$ cat src/rtl/switch_debounce_pkg.sv
// Shared board constants and per-channel types for the switch conditioner.
package switch_debounce_pkg;

  // Supported board clocks.
  localparam int CLK_HZ_25M = 25_000_000;
  localparam int CLK_HZ_27M = 27_000_000;
  localparam int CLK_HZ_12M = 12_000_000;

  // Active board clock and the settle time a switch must hold before it is believed.
  localparam int CLK_HZ      = CLK_HZ_25M;
  localparam int DEBOUNCE_MS = 10;

  // Milliseconds to clock cycles; divides first so 27 MHz * ms stays in 32 bits.
  function automatic int ms_to_cycles(input int clk_hz, input int ms);
    return (clk_hz / 1000) * ms;
  endfunction

  localparam int DEBOUNCE_CYCLES     = ms_to_cycles(CLK_HZ, DEBOUNCE_MS);
  localparam int DEBOUNCE_CYCLES_25M = ms_to_cycles(CLK_HZ_25M, DEBOUNCE_MS);
  localparam int DEBOUNCE_CYCLES_27M = ms_to_cycles(CLK_HZ_27M, DEBOUNCE_MS);
  localparam int DEBOUNCE_CYCLES_12M = ms_to_cycles(CLK_HZ_12M, DEBOUNCE_MS);

  // Per-channel debounce state: synchronized input agrees with the stable level or not.
  typedef enum logic {
    ST_MATCH = 1'b0,
    ST_COUNT = 1'b1
  } ch_state_e;

  // Everything one channel reports back to the top.
  typedef struct packed {
    logic level;
    logic press;
    logic rel;
    logic led;
  } sw_evt_t;

endpackage

$ cat src/rtl/switch_debounce_if.sv
// Switch pins in, conditioned levels/strobes/LED toggles out.
interface switch_debounce_if #(
  parameter int NUM_SW = 4
) ();
  logic [NUM_SW-1:0] i_Switch;
  logic [NUM_SW-1:0] o_Switch;
  logic [NUM_SW-1:0] o_Press;
  logic [NUM_SW-1:0] o_Release;
  logic [NUM_SW-1:0] o_LED;

  // Board side: drives pins, consumes conditioned outputs.
  modport master (
    output i_Switch,
    input  o_Switch, o_Press, o_Release, o_LED
  );

  // Conditioner side.
  modport slave (
    input  i_Switch,
    output o_Switch, o_Press, o_Release, o_LED
  );
endinterface

$ cat src/rtl/switch_debounce_channel.sv
// Single switch channel: 2-flop synchronizer, stability counter, stable level,
// press/release strobes and LED toggle. Every output is a flop.
module switch_debounce_channel
  import switch_debounce_pkg::*;
#(
  parameter int DEBOUNCE_LIMIT = 4
) (
  input  logic    i_Clk,
  input  logic    i_Rst,
  input  logic    i_Sw,
  output sw_evt_t o_Evt
);

  localparam int CW = $clog2(DEBOUNCE_LIMIT);
  // Count value on which a still-present mismatch is accepted; always fits in CW bits.
  localparam logic [CW-1:0] LAST = CW'(DEBOUNCE_LIMIT - 1);

  logic          r_sync1, r_sync2;
  logic [CW-1:0] r_cnt;
  logic          r_level, r_press, r_release, r_led;

  ch_state_e     w_state;
  logic [CW-1:0] w_cnt_nxt;
  logic          w_accept;

  // Bring the asynchronous pin into the clock domain.
  always_ff @(posedge i_Clk or posedge i_Rst) begin
    if (i_Rst) begin
      r_sync1 <= 1'b0;
      r_sync2 <= 1'b0;
    end else begin
      r_sync1 <= i_Sw;
      r_sync2 <= r_sync1;
    end
  end

  // Implicit state: counting only while the synchronized pin disagrees with the stable level.
  always_comb begin
    w_state = (r_sync2 != r_level) ? ST_COUNT : ST_MATCH;
  end

  // Counter advance/accept; any return to agreement restarts from zero.
  always_comb begin
    w_cnt_nxt = '0;
    w_accept  = 1'b0;
    case (w_state)
      ST_MATCH: w_cnt_nxt = '0;
      ST_COUNT: begin
        if (r_cnt == LAST) w_accept  = 1'b1;
        else               w_cnt_nxt = r_cnt + 1'b1;
      end
      default: w_cnt_nxt = '0;
    endcase
  end

  // Registered outputs: strobes fire on the same edge the stable level flips.
  always_ff @(posedge i_Clk or posedge i_Rst) begin
    if (i_Rst) begin
      r_cnt     <= '0;
      r_level   <= 1'b0;
      r_press   <= 1'b0;
      r_release <= 1'b0;
      r_led     <= 1'b0;
    end else begin
      r_cnt     <= w_cnt_nxt;
      r_press   <= w_accept &  r_sync2;
      r_release <= w_accept & ~r_sync2;
      if (w_accept)           r_level <= r_sync2;
      if (w_accept & r_sync2) r_led   <= ~r_led;
    end
  end

  assign o_Evt.level = r_level;
  assign o_Evt.press = r_press;
  assign o_Evt.rel   = r_release;
  assign o_Evt.led   = r_led;

endmodule

$ cat src/rtl/switch_debounce.sv
// NUM_SW independent debounced switch channels behind one interface.
module switch_debounce
  import switch_debounce_pkg::*;
#(
  parameter int NUM_SW         = 4,
  parameter int DEBOUNCE_LIMIT = DEBOUNCE_CYCLES
) (
  input  logic            i_Clk,
  input  logic            i_Rst,
  switch_debounce_if.slave sw
);

  sw_evt_t [NUM_SW-1:0] w_evt;
  logic    [NUM_SW-1:0] w_level, w_press, w_release, w_led;

  for (genvar g = 0; g < NUM_SW; g++) begin : g_ch
    switch_debounce_channel #(
      .DEBOUNCE_LIMIT(DEBOUNCE_LIMIT)
    ) u_ch (
      .i_Clk (i_Clk),
      .i_Rst (i_Rst),
      .i_Sw  (sw.i_Switch[g]),
      .o_Evt (w_evt[g])
    );
    assign w_level[g]   = w_evt[g].level;
    assign w_press[g]   = w_evt[g].press;
    assign w_release[g] = w_evt[g].rel;
    assign w_led[g]     = w_evt[g].led;
  end

  assign sw.o_Switch  = w_level;
  assign sw.o_Press   = w_press;
  assign sw.o_Release = w_release;
  assign sw.o_LED     = w_led;

endmodule

$ cat src/flat_wrapper.sv
// flat-port wrapper written by rule: the top's interface ports become plain ports
module switch_debounce_flat import switch_debounce_pkg::*;
#(
  parameter int NUM_SW         = 4,
  parameter int DEBOUNCE_LIMIT = DEBOUNCE_CYCLES
)
  (i_Clk, i_Rst, sw_i_Switch, sw_o_Switch, sw_o_Press, sw_o_Release, sw_o_LED);
  switch_debounce_if #(.NUM_SW(NUM_SW)) sw_i ();
  input  logic i_Clk;
  input  logic i_Rst;
  input wire logic [$bits(sw_i.i_Switch)-1:0] sw_i_Switch;
  output wire logic [$bits(sw_i.o_Switch)-1:0] sw_o_Switch;
  output wire logic [$bits(sw_i.o_Press)-1:0] sw_o_Press;
  output wire logic [$bits(sw_i.o_Release)-1:0] sw_o_Release;
  output wire logic [$bits(sw_i.o_LED)-1:0] sw_o_LED;
  assign sw_i.i_Switch = sw_i_Switch;
  assign sw_o_Switch = sw_i.o_Switch;
  assign sw_o_Press = sw_i.o_Press;
  assign sw_o_Release = sw_i.o_Release;
  assign sw_o_LED = sw_i.o_LED;
  switch_debounce #(.NUM_SW(NUM_SW), .DEBOUNCE_LIMIT(DEBOUNCE_LIMIT)) u_core (.i_Clk(i_Clk), .i_Rst(i_Rst), .sw(sw_i));
endmodule
$ cat config.mk
export PLATFORM = sky130hd
export DESIGN_NAME = switch_debounce_flat
export DESIGN_NICKNAME = d
export VERILOG_FILES = /design/src/rtl/switch_debounce_pkg.sv /design/src/rtl/switch_debounce_if.sv /design/src/rtl/switch_debounce_channel.sv /design/src/rtl/switch_debounce.sv /design/src/flat_wrapper.sv
export SDC_FILE = /design/constraint.sdc
export NUM_CORES = 1
export LEC_CHECK = 0
export ABC_CLOCK_PERIOD_IN_PS = 2600
export BUFFER_PORTS_ARGS = -buffer_cell sky130_fd_sc_hd__buf_4
export CORE_UTILIZATION = 55
export DETAILED_ROUTE_END_ITERATION = 6
export PLACE_DENSITY = 0.87
export RECOVER_POWER = 100
export SYNTH_ARGS = -nofsm -noshare
export SYNTH_HDL_FRONTEND = slang
export SYNTH_SLANG_ARGS = --single-unit
$ cat constraint.sdc
create_clock -name i_Clk -period 2.6 [get_ports i_Clk]
set_clock_uncertainty 0.2 [all_clocks]
set_input_delay 0.13 -clock i_Clk [delete_from_list [all_inputs] [get_ports i_Clk]]
set_output_delay 0.13 -clock i_Clk [all_outputs]
set_load 0.01 [all_outputs]
-- Word level (Yosys, flattened, before mapping)
Cells that the tools add are included.
- register bits after elaboration: 96
- bits in latches: 0
- RAM bits: 0
- bits in read-only memories: 0
- bits of input ports: 6
- memories kept: 0
- $add $sub $neg: 4
- $mul: 0
- div/mod/pow operators: 0
- $lt $le $gt $ge: 0
- equality and inequality tests: 8
- shift operators: 0
- muxes and demuxes: 20
- bitwise gates (word level): 20
- reductions and logical operators: 0
- operators by type and width (operator ; count):
    18-bit one-hot mux with 2 select lines ; 4
    18-bit by 1-bit adder with 18-bit output (second input constant) ; 4
    18-bit == test (second input constant) ; 4
    18-bit two-way mux ; 4
    1-bit two-way mux ; 12
    1-bit inverter ; 12
    1-bit AND ; 8
    1-bit != test ; 4

-- Longest topological paths before layout
- depth in word-level cells: 4
- gate-level depth with buffers: 7

-- Cells and area by module
Synthesis repeated with hierarchy kept, for this count alone.
- cells, all modules: 468
- area total of the unflattened synthesis: 4794.6 sq um
- modules (own cells, without submodules) (module ; times used ; cells each ; area an instance (sq um) ; seq. area each (sq um)):
    switch_debounce_channel ; 4 ; 117 ; 1198.6 ; 600.6

-- Worst setup path before layout
OpenSTA, ideal clock, no wires.
- path type: register to register
- start point: reg u_core.g_ch[1].u_ch.r_cnt[0]
- end point: reg u_core.g_ch[1].u_ch.r_cnt[16]
- data arrival time: 1.789 ns
- slack: 0.492 ns
- stages on the path, launching flop included: 8
- cell sequence: dfrtp_1 > ha_1 > nand3_4 > or4b_4 > buf_6 > o21ai_4 > buf_6 > nor2_1
- cells in the longest elaborated chain, start to end: 3
- ends and longest elaborated chain (element ; RTL line ; source):
    start, declared ; switch_debounce_channel.sv:19 ; logic [CW-1:0] r_cnt;
    start signal, assigned ; switch_debounce_channel.sv:65 ; r_cnt <= w_cnt_nxt;
    18-bit by 1-bit adder with 18-bit output or 18-bit == test (tied branches) ; switch_debounce_channel.sv:50, switch_debounce_channel.sv:49 ;
    18-bit two-way mux (*) ; switch_debounce_channel.sv:49 ; if (r_cnt == LAST) w_accept = 1'b1;
    18-bit one-hot mux with 2 select lines (*) ; switch_debounce_channel.sv:46 ; case (w_state)
    named net u_core.g_ch[1].u_ch.w_cnt_nxt[16] ; switch_debounce_channel.sv:23 ; logic [CW-1:0] w_cnt_nxt;
Mark *: on every way through the listed nets, which the timed path passes. The rest lies on a longest branch.
A chain may end at the register's enable or synchronous reset.

-- Worst setup path after layout
- start point: reg u_core.g_ch[0].u_ch.r_cnt[0]
- end point: reg u_core.g_ch[0].u_ch.r_cnt[5]
- cells in the longest elaborated chain, start to end: 3
- ends and longest elaborated chain (element ; RTL line):
    start, declared ; switch_debounce_channel.sv:19
    start signal, assigned ; switch_debounce_channel.sv:65
    18-bit by 1-bit adder with 18-bit output or 18-bit == test (tied branches) ; switch_debounce_channel.sv:50, switch_debounce_channel.sv:49
    18-bit two-way mux (*) ; switch_debounce_channel.sv:49
    18-bit one-hot mux with 2 select lines (*) ; switch_debounce_channel.sv:46
    named net u_core.g_ch[0].u_ch.w_cnt_nxt[5] ; switch_debounce_channel.sv:23
Marks and branches as above.

==> results.sh <==
export IMPL_status="complete, no violations"
export IMPL_path_depth=6
export IMPL_startpoint="u_core.g_ch[0].u_ch.r_cnt[0]$_DFF_PP0_"
export IMPL_ys_seq_area_share_pct=52.4
export IMPL_maxCapViolCount=0
export IMPL_cpLargestDelayFamily="buffers and inverters"
export IMPL_tightestPinTransition_ns=1.27
export IMPL_coreArea_um2=7890
export IMPL_finalHoldViolCount=0
export IMPL_num_io_pins=22
export IMPL_stdcell_count=564
export IMPL_drv_slew=0
export IMPL_synth_distinct_cells=44
export IMPL_postCtsHoldBufs=5
export IMPL_antenna_found_initial=0
export IMPL_fin_crit_sh_pct=88.5
export IMPL_worst_path_largest_cell_delay_ns=0.59
export IMPL_cts_root_buf="clkbuf_8"
export IMPL_io_buffers=21
export IMPL_intPower_mw=2.08
export IMPL_hpwl_mm=5.52
export IMPL_seq_power_share_pct=57.5
export IMPL_hold_path_class="flip-flop to flip-flop"
export IMPL_cts_tree="done"
export IMPL_period_minus_slack_ns=2.30
export IMPL_wl_per_cell_um=14.7
export IMPL_crit_required_ns=2.61
export IMPL_max_clock_freq_ghz=0.435
export IMPL_cts_setup_buffers=0
export IMPL_p_switching_mw=0.584
export IMPL_grt_max_degree=97
export IMPL_critical_path_class="flip-flop to flip-flop"
export IMPL_syn_instance_count=442
export IMPL_start_util_pct=58.1
export IMPL_worstSetupEndpoint="u_core.g_ch[0].u_ch.r_cnt[5]$_DFF_PP0_"
export IMPL_arrival_ns=2.31
export IMPL_crit_path_end_kind="flip-flop"
export IMPL_netlist_area_um2=4580
export IMPL_grt_pass1_vias=3130
export IMPL_cts_buffers=9
export IMPL_powerDensity_nw_per_um2=546
export IMPL_yosysWarningCount=0
export IMPL_die_w_um=93.3
export IMPL_num_fill_cells=628
export IMPL_diodes=0
export IMPL_crit_buf_inv=1
export IMPL_avgSynthCellArea_um2=10.4
export IMPL_die_area_um2=8700
export IMPL_drive_gt1_share_pct=7.58
export IMPL_timing_hold_ws_ns=0.156
export IMPL_vdd_ir_drop_max_mv=0.264
export IMPL_ff2ff_setup_slack_ns=0.30
export IMPL_final_util_pct=62.0
export IMPL_grt_ovfl_total=0
export IMPL_htreeDepth=3
export IMPL_wl_mm=8.28
export IMPL_cts_resized=0
export IMPL_start_kind="flip-flop"
export IMPL_gp_congestion=0.827
export IMPL_die_h_um=93.3
export IMPL_p_leak_nw=1.99
export IMPL_area_growth_pct=6.71
export IMPL_reg2reg_to="u_core.g_ch[0].u_ch.r_cnt[5]$_DFF_PP0_"
export IMPL_routed_via_density=5.70
export IMPL_clk_latency_ns=0.36
export IMPL_multi_input_area_um2=1910
export IMPL_path_clk_slew_ns=0.09
export IMPL_clk_path_buf_depth=2
export IMPL_drtIter0Drc=139
export IMPL_rsz0062_at_grt="no"
export IMPL_dr_pass1_iters=4
export IMPL_regToRegStartpoint="u_core.g_ch[0].u_ch.r_cnt[0]$_DFF_PP0_"
export IMPL_synth_fp_nets=452
export IMPL_regArea_um2=2400
export IMPL_cpMaxStageDelayCell="clkbuf_1"
export IMPL_rr_worst_depth=6
export IMPL_swShare_pct=21.9
export IMPL_crit_fanout=17
export IMPL_grt_use_total_pct=20.9
export IMPL_final_setup_viol_count=0
export IMPL_dp_cells=543
export IMPL_grt_pass1_wl_mm=14.2
export IMPL_pwr_share_clk_pct=39.1
export IMPL_layout_nets=467
export IMPL_final_antenna_net_count=0
export IMPL_num_vias=3217
export IMPL_combPwrFrac_pct=3.4
export IMPL_relSlewSlack_pct=15.2
export IMPL_num_rows=32
export IMPL_drcViolationCount=0
export IMPL_fin_tns_setup_ns=0
export IMPL_cts_sinks=96
export IMPL_synth_seq_cells=96
export IMPL_p_total_mw=2.67
export IMPL_cp_cell_sequence="ha_1 -> and3_1 -> nand4b_1 -> o21ai_0 -> clkbuf_1 -> nor2_1"
## kinds of logic after synthesis
logic type / count (synthesis) / synth area share [%]
DFF: 96 / 52.4
AOI/OAI and AO/OA: 18 / 2.59
adders and majority gates: 4 / 1.09
xor gates and xnor gates: 65 / 12.4
buffers and inverters: 43 / 5.27
and+or+nand+nor: 211 / 25.1
muxes: 5 / 1.17
## area by class of cell
class / instances / share of cell area (%)
clock buffers: 11 / 2.69
clock inverters: 5 / 1.66
inverters: 17 / 1.38
multi-input cells: 303 / 39.1
flip-flops and latches: 96 / 49.1
well taps: 102 / 2.61
repair buffers: 30 / 3.43
## state kept, by name, summed over array words and instances, names as in the netlist
| name | flops |
|---|---|
| u_core.g_ch.u_ch.r_cnt | 72 |
| u_core.g_ch.u_ch.r_led | 4 |
| u_core.g_ch.u_ch.r_level | 4 |
| u_core.g_ch.u_ch.r_press | 4 |
| u_core.g_ch.u_ch.r_release | 4 |
| u_core.g_ch.u_ch.r_sync1 | 4 |
| u_core.g_ch.u_ch.r_sync2 | 4 |
## per-stage QoR
stage	instance area, um2	setup WS (ns)
after floorplan	4590	0.492
after global placement	4740	0.436
after detailed placement	4740	0.350
after CTS	5000	0.322
after global routing	4890	0.120
final	4890	0.299
## cell usage in the layout (no fill, tap or decap), types with 3 or more instances in the layout
cell type,count
clkbuf_1,20
nand2_1,14
nand4_1,21
o21ai_0,7
clkbuf_4,5
xnor2_1,45
ha_1,4
dfrtp_1,96
or2_2,3
mux2_2,3
nor4_1,28
and3_1,6
clkbuf_8,9
dlygate4sd3_1,5
nor3_1,14
and4_1,4
xor2_1,20
a21oi_1,5
or3_1,4
nor4b_1,3
nand3_1,23
inv_1,16
nor2_1,74
## power groups by stage
stage / Combinational, mW / Clock (mW) / Sequential [mW]
global route: 0.104 / 1.13 / 1.54
detailed placement: 0.0916 / 0 / 1.56
global placement: 0.0891 / 0 / 1.56
floorplan: 0.0658 / 0 / 1.56
finish: 0.0904 / 1.04 / 1.53
CTS: 0.0988 / 1.07 / 1.53
## synthesized netlist by cell type (all sizes together)
library cell | number | area [um2]
dfrtp | 96 | 2400
nor2 | 74 | 278
xnor2 | 45 | 394
nor4 | 28 | 196
nand3 | 24 | 138
nand4 | 23 | 156
buf | 22 | 163
xor2 | 20 | 175
inv | 17 | 63.8
nand2 | 14 | 52.6
nor3 | 14 | 70.1
o21ai | 9 | 60.1
and3 | 6 | 37.5
a21oi | 5 | 25.0
and4 | 4 | 35.0
clkbuf | 4 | 15.0
ha | 4 | 50.1
or3 | 4 | 25.0
mux2 | 3 | 33.8
nor4b | 3 | 26.3
or2 | 3 | 18.8
mux2i | 2 | 20.0
nand3b | 2 | 15.0
nand4b | 2 | 17.5
nor2b | 2 | 12.5
nor3b | 2 | 15.0
o31ai | 2 | 15.0
or4 | 2 | 15.0
or4b | 2 | 23.8
a21bo | 1 | 10.0
and2 | 1 | 6.26
and4b | 1 | 10.0
o221ai | 1 | 8.76
## layer usage
metal	part of all wire (%)	wire length (um)	track usage, %	up-vias
li1	-	-	-	1546
met1	47	3860	27.5	1571
met2	47	3930	33.7	81
met3	4.0	328	4.63	19
met4	1.9	154	8.33	0
met5	0	0	0	-
## how the worst min path moves through the flow
stage          slack [ns]  cells past startpoint                                   from                                     to
2_1_floorplan       -0.04                      0                         sw_i_Switch[0]  u_core.g_ch[0].u_ch.r_sync1$_DFF_PP0_
3_3_place_gp         0.04                      1                         sw_i_Switch[3]  u_core.g_ch[3].u_ch.r_sync1$_DFF_PP0_
3_5_place_dp         0.04                      1                         sw_i_Switch[3]  u_core.g_ch[3].u_ch.r_sync1$_DFF_PP0_
4_1_cts              0.16                      0  u_core.g_ch[2].u_ch.r_sync1$_DFF_PP0_  u_core.g_ch[2].u_ch.r_sync2$_DFF_PP0_
5_1_grt              0.16                      0  u_core.g_ch[2].u_ch.r_sync1$_DFF_PP0_  u_core.g_ch[2].u_ch.r_sync2$_DFF_PP0_
6_report             0.16                      0  u_core.g_ch[2].u_ch.r_sync1$_DFF_PP0_  u_core.g_ch[2].u_ch.r_sync2$_DFF_PP0_
Note: power is estimated with default switching activity, not from simulation.
